## config.mk

```make
export PLATFORM = sky130hd
export DESIGN_NAME = voice_mixer
export DESIGN_NICKNAME = d
export VERILOG_FILES = /design/src/rtl/mixer_pkg.sv /design/src/rtl/mixer_shift_sat.sv /design/src/rtl/voice_mixer.sv
export SDC_FILE = /design/constraint.sdc
export NUM_CORES = 1
export LEC_CHECK = 0
export ABC_AREA = 1
export CAP_MARGIN = 20
export CORE_MARGIN = 2
export CORE_UTILIZATION = 40
export CTS_CLUSTER_DIAMETER = 50
export DETAILED_ROUTE_END_ITERATION = 10
export PLACE_DENSITY = 0.59
export SYNTH_ARGS = -nofsm -noshare
export SYNTH_HDL_FRONTEND = slang
export SYNTH_SLANG_ARGS = --single-unit
```

## constraint.sdc

```tcl
create_clock -name clk -period 5 [get_ports clk]
set_input_delay 0.5 -clock clk [delete_from_list [all_inputs] [get_ports clk]]
set_output_delay 0.5 -clock clk [all_outputs]
set_load 0.05 [all_outputs]
```

## src/rtl/mixer_pkg.sv

```systemverilog
// rtl/mixer_pkg.sv - shared defaults, sample limits and state type for the voice mixer
package mixer_pkg;

    localparam int NUM_VOICES_DEF = 256;
    localparam int ACC_WIDTH_DEF  = 24;

    localparam logic signed [15:0] SAMPLE_MAX = 16'sd32767;
    localparam logic signed [15:0] SAMPLE_MIN = -16'sd32768;

    typedef enum logic {
        ACCUM = 1'b0,
        SCALE = 1'b1
    } mixer_state_t;

endpackage

```

## src/rtl/mixer_shift_sat.sv

```systemverilog
// rtl/mixer_shift_sat.sv - master attenuation shift and 16-bit saturation of a frame sum
module mixer_shift_sat
    import mixer_pkg::*;
#(
    parameter int ACC_WIDTH = ACC_WIDTH_DEF
) (
    input  logic signed [ACC_WIDTH-1:0] sum,
    input  logic        [3:0]           shift,
    output logic signed [15:0]          result,
    output logic                        clip
);

    localparam logic signed [ACC_WIDTH-1:0] HI = ACC_WIDTH'(SAMPLE_MAX);
    localparam logic signed [ACC_WIDTH-1:0] LO = ACC_WIDTH'(SAMPLE_MIN);

    logic signed [ACC_WIDTH-1:0] shifted;

    assign shifted = sum >>> shift;

    always_comb begin
        result = shifted[15:0];
        clip   = 1'b0;
        if (shifted > HI) begin
            result = SAMPLE_MAX;
            clip   = 1'b1;
        end else if (shifted < LO) begin
            result = SAMPLE_MIN;
            clip   = 1'b1;
        end
    end

endmodule

```

## src/rtl/voice_mixer.sv

```systemverilog
// rtl/voice_mixer.sv - sums one sweep of voice samples per frame and hands a saturated mix downstream
module voice_mixer
    import mixer_pkg::*;
#(
    parameter int NUM_VOICES = NUM_VOICES_DEF,
    parameter int ACC_WIDTH  = ACC_WIDTH_DEF
) (
    input  logic               clk,
    input  logic               reset,
    input  logic        [7:0]  voice_index,
    input  logic signed [15:0] sample_in,
    input  logic               sample_valid,
    input  logic        [3:0]  master_shift,
    output logic signed [15:0] out_sample,
    output logic               out_valid,
    input  logic               out_ready,
    output logic               frame_done,
    output logic        [15:0] sat_count,
    output logic        [15:0] drop_count,
    output logic               seq_err
);

    localparam logic [7:0] LAST_IDX = 8'(NUM_VOICES - 1);

    mixer_state_t                state;
    logic signed [ACC_WIDTH-1:0] acc;
    logic signed [ACC_WIDTH-1:0] sum_reg;
    logic signed [ACC_WIDTH-1:0] sample_ext;
    logic signed [ACC_WIDTH-1:0] acc_next;
    logic        [7:0]           expected_idx;
    logic signed [15:0]          scaled;
    logic                        clip;
    logic                        frame_end;
    logic                        buf_free;

    assign sample_ext = ACC_WIDTH'(sample_in);
    // Voice 0 always opens a fresh frame, discarding any partial sweep.
    assign acc_next   = (voice_index == 8'd0) ? sample_ext : acc + sample_ext;
    assign frame_end  = sample_valid && (voice_index == LAST_IDX);
    assign buf_free   = !out_valid || out_ready;

    mixer_shift_sat #(
        .ACC_WIDTH(ACC_WIDTH)
    ) u_shift_sat (
        .sum   (sum_reg),
        .shift (master_shift),
        .result(scaled),
        .clip  (clip)
    );

    always_ff @(posedge clk) begin
        if (!reset) begin
            state        <= ACCUM;
            acc          <= '0;
            sum_reg      <= '0;
            expected_idx <= 8'd0;
            out_sample   <= '0;
            out_valid    <= 1'b0;
            frame_done   <= 1'b0;
            sat_count    <= 16'd0;
            drop_count   <= 16'd0;
            seq_err      <= 1'b0;
        end else begin
            frame_done <= frame_end;

            // Samples are taken in either state so nothing upstream is lost during SCALE.
            if (sample_valid) begin
                if (voice_index != expected_idx) begin
                    seq_err <= 1'b1;
                end
                if (frame_end) begin
                    sum_reg      <= acc_next;
                    acc          <= '0;
                    expected_idx <= 8'd0;
                end else begin
                    acc          <= acc_next;
                    expected_idx <= voice_index + 8'd1;
                end
            end

            if (out_valid && out_ready) begin
                out_valid <= 1'b0;
            end

            if (state == SCALE) begin
                if (clip && sat_count != 16'hFFFF) begin
                    sat_count <= sat_count + 16'd1;
                end
                if (buf_free) begin
                    out_sample <= scaled;
                    out_valid  <= 1'b1;
                end else if (drop_count != 16'hFFFF) begin
                    drop_count <= drop_count + 16'd1;
                end
            end

            state <= frame_end ? SCALE : ACCUM;
        end
    end

endmodule
```

==> impl_metrics.yaml <==
status:
  status: "completed"
floorplan:
  die_h_um: 138.8
  ioPinCount: 83
  die_w_um: 138.8
  rows: 49
  core_area_um2: 17900
  die-area_um2: 19260
  initial_utilization_pct: 40.59
cells_and_area:
  syn_to_final_growth_pct: 17.37
  drive_gt1_share_pct: 6.832
  fill_cells: 1922
  antenna_cells: 0
  nNetsFinal: 1226
  ff_latch_area_um2: 2142
  multi_input_area_um2: 4558
  instances_no_fill: 1400
place:
  port_buffers: 82
  finalWeightedCongestion: 0.8666
  dp_hpwl_mm: 15.09
  pre_cts_slack_ns: 1.614
  dp.cells: 1384
timing:
  worstMarginPinSlew_ns: 0.9783
  fin_crit_sh_pct: 60.36
  drv_slew: 0
  skew_ns: 0.01110
  final.setup.tns_ns: 0
  fmaxAchievable_mhz: 331.4
  setup_slack_ns: 1.982
  relSlewSlack_pct: 34.78
  setup_viol: 0
  rsz0062_at_grt: "no"
  timing.final.crit_period_ns: 3.018
  hold_violations: 0
synth:
  yosys-top-cells-area: "dfxtp_1 29%, nand2_1 16%, nand3_1 7.3%"
  synthDistinctLibCells: 50
  synth-edff-count: 0
  synth_area_um2: 7267
  avgSynthCellArea_um2: 6.535
  async_reset_ff_share_pct: 0
  ys_warn_count: 0
  ys.flop_type: "dfxtp_1"
  yosys.area.top_type: "dfxtp_1"
  netlist_instances: 1112
  ys_seq_area_share_pct: 29.48
  yosysTopAreaCellShare_pct: 29.48
  synth_nets: 1172
  synth_seq_cells: 107
setup_path:
  r2r_slack_ns: 2.37
  path_max_fanout: 28
  cp.required_ns: 5.28
  reg2reg_depth: 14
  path_class: "input pin to register"
  crit_path_end_kind: "register"
  start_kind: "input pin"
  critPathArrivalTime_ns: 3.30
detailed_routing:
  drt-met1-wl_mm: 9.823
  wl_mm: 20.19
  drc: 0
  top_layer: "met4"
  dr.pass1.iters: 5
  ant_nets: 0
  via_per_inst: 5.175
  wl_met2_mm: 9.444
  wl_met3_um: 705
  drtIter0Drc: 453
  wire_per_inst_um: 14.42
  vias: 7245
global_routing:
  grt_remaining_overflow: 0
  grt_pass1_vias: 6843
  grt_max_degree: 41
  antenna_found_initial: 0
  track_usage_pct: 21.06
  grt_pass1_wl_mm: 34.10
power_and_ir_drop:
  ir_drop_uv: 167.7
  power_switching_w: 0.0007013
  p_per_area_nw_per_um2: 260.5
  cellLeakagePower_nw: 3.473
  switching_share_pct: 31.57
  p_clk_share_pct: 35.1
  p_int_w: 0.001520
  seqPwrFrac_pct: 40.5
  p_comb_share_pct: 24.4
clock_tree:
  cts_root_buffer: "clkbuf_16"
  clkSinkCount: 107
  cts_tree: "done"
  cts.clk_slew.worst_paths_ns: 0.07
  numCtsBuffers: 9
  cts_setup_buffers: 0
  ctsLongestPathBuffers: 2
  ctsHtreeMaxLevel: 3
  hold_buffers: 0
  insertion_delay_ns: 0.36
  cts_resized: 0
hold_path:
  whs_path_depth: 2
  hold_class: "register to register"
run:
  drv_cap: 0
==> worst paths after layout <==
path | from | endpoint
min | seq_err | seq_err
max reg2reg | acc[0] | sum_reg[22]
min reg2reg | seq_err | seq_err
max | master_shift[1] | sat_count[2]
==> power by group through the flow <==
stage / logic [W] / clock network, W / registers (W)
after floorplan: 0.000388 / 0 / 0.000917
after global placement: 0.000536 / 0 / 0.000920
after detailed placement: 0.000535 / 0 / 0.000920
after CTS: 0.000538 / 0.000804 / 0.000900
after global routing: 0.000615 / 0.000842 / 0.000903
final: 0.000542 / 0.000779 / 0.000900
==> critical path, cell delays in order <==
cell and delay (ns):
clkdlybuf4s50_1 0.90, inv_2 0.37, nand3_2 0.19, nand2_1 0.06, nand2_1 0.07, nand2_1 0.10, nand2_1 0.07, nand2_1 0.07
nor2_1 0.15, nand3_2 0.12, nand2_4 0.17, nand2_8 0.13, nand2_8 0.17, nand2_1 0.09, a21oi_1 0.12
==> layout make-up <==
class                      instances  area share (%)
clock buffer                      11           2.728
clock inverter                     5          0.9975
inverter                          93           4.122
multi-input combinational        866           53.44
sequential                       107           25.11
tap                              229           3.359
timing repair buffer              89           10.24
==> cells in the final DEF, fill, tap and decap left out, drive strengths merged, types with 2 or more instances in the layout <==
cell type      instances
dfxtp                107
o211ai                13
nor2                  53
ha                    27
a21o                   2
nor3b                  4
nand2                329
o21ai                 93
a31oi                  2
nor3                  20
nand3                113
clkbuf                11
xnor2                 15
o21bai                 4
inv                   93
a21oi                115
nor4                   7
nand4                 12
o21a                   4
buf                    7
a22oi                  3
xor2                  22
bufinv                 2
mux2i                  2
nand3b                 2
clkinv                 2
or2                   14
clkdlybuf4s50         82
==> per-stage QoR <==
step	hold WS (ns)	instance area, µm²	util, %	power, W
after floorplan	0.4407	7267	-	0.001306
after global placement	0.4432	8212	45.87	0.001456
after detailed placement	0.4470	8212	45.87	0.001454
after CTS	0.4578	8529	47.64	0.002242
after global routing	0.4829	8529	47.64	0.002361
final	0.4556	8529	47.64	0.002222
==> layer usage <==
metal | global-route usage (%) | vias up
li1 | - | 3818
met1 | 28.85 | 3275
met2 | 35.68 | 136
met3 | 2.831 | 16
met4 | 4.253 | 0
met5 | 0 | -
==> cell families after synthesis <==
group,Yosys count,synth area share [%]
simple gates,557,34.38
compound gates,242,18.56
buf+inv,139,7.920
flops,107,29.48
xor+xnor,37,4.459
fa+ha+maj,28,4.924
mux,2,0.2755
==> cells in the mapped netlist (all sizes together) (2+ instances only) <==
cell type  instances
o21a               4
nand4             12
inv               92
or2               14
xor2              22
mux2i              2
buf               12
nor2              53
clkbuf            34
o21bai             4
a22oi              3
nand2            329
dfxtp            107
nor3              20
o211ai            13
nor3b              4
ha                27
nor4               7
a21oi            115
o21ai             93
nand3b             2
a21o               2
a31oi              2
xnor2             15
nand3            113
(Power assumes the default switching activity.)
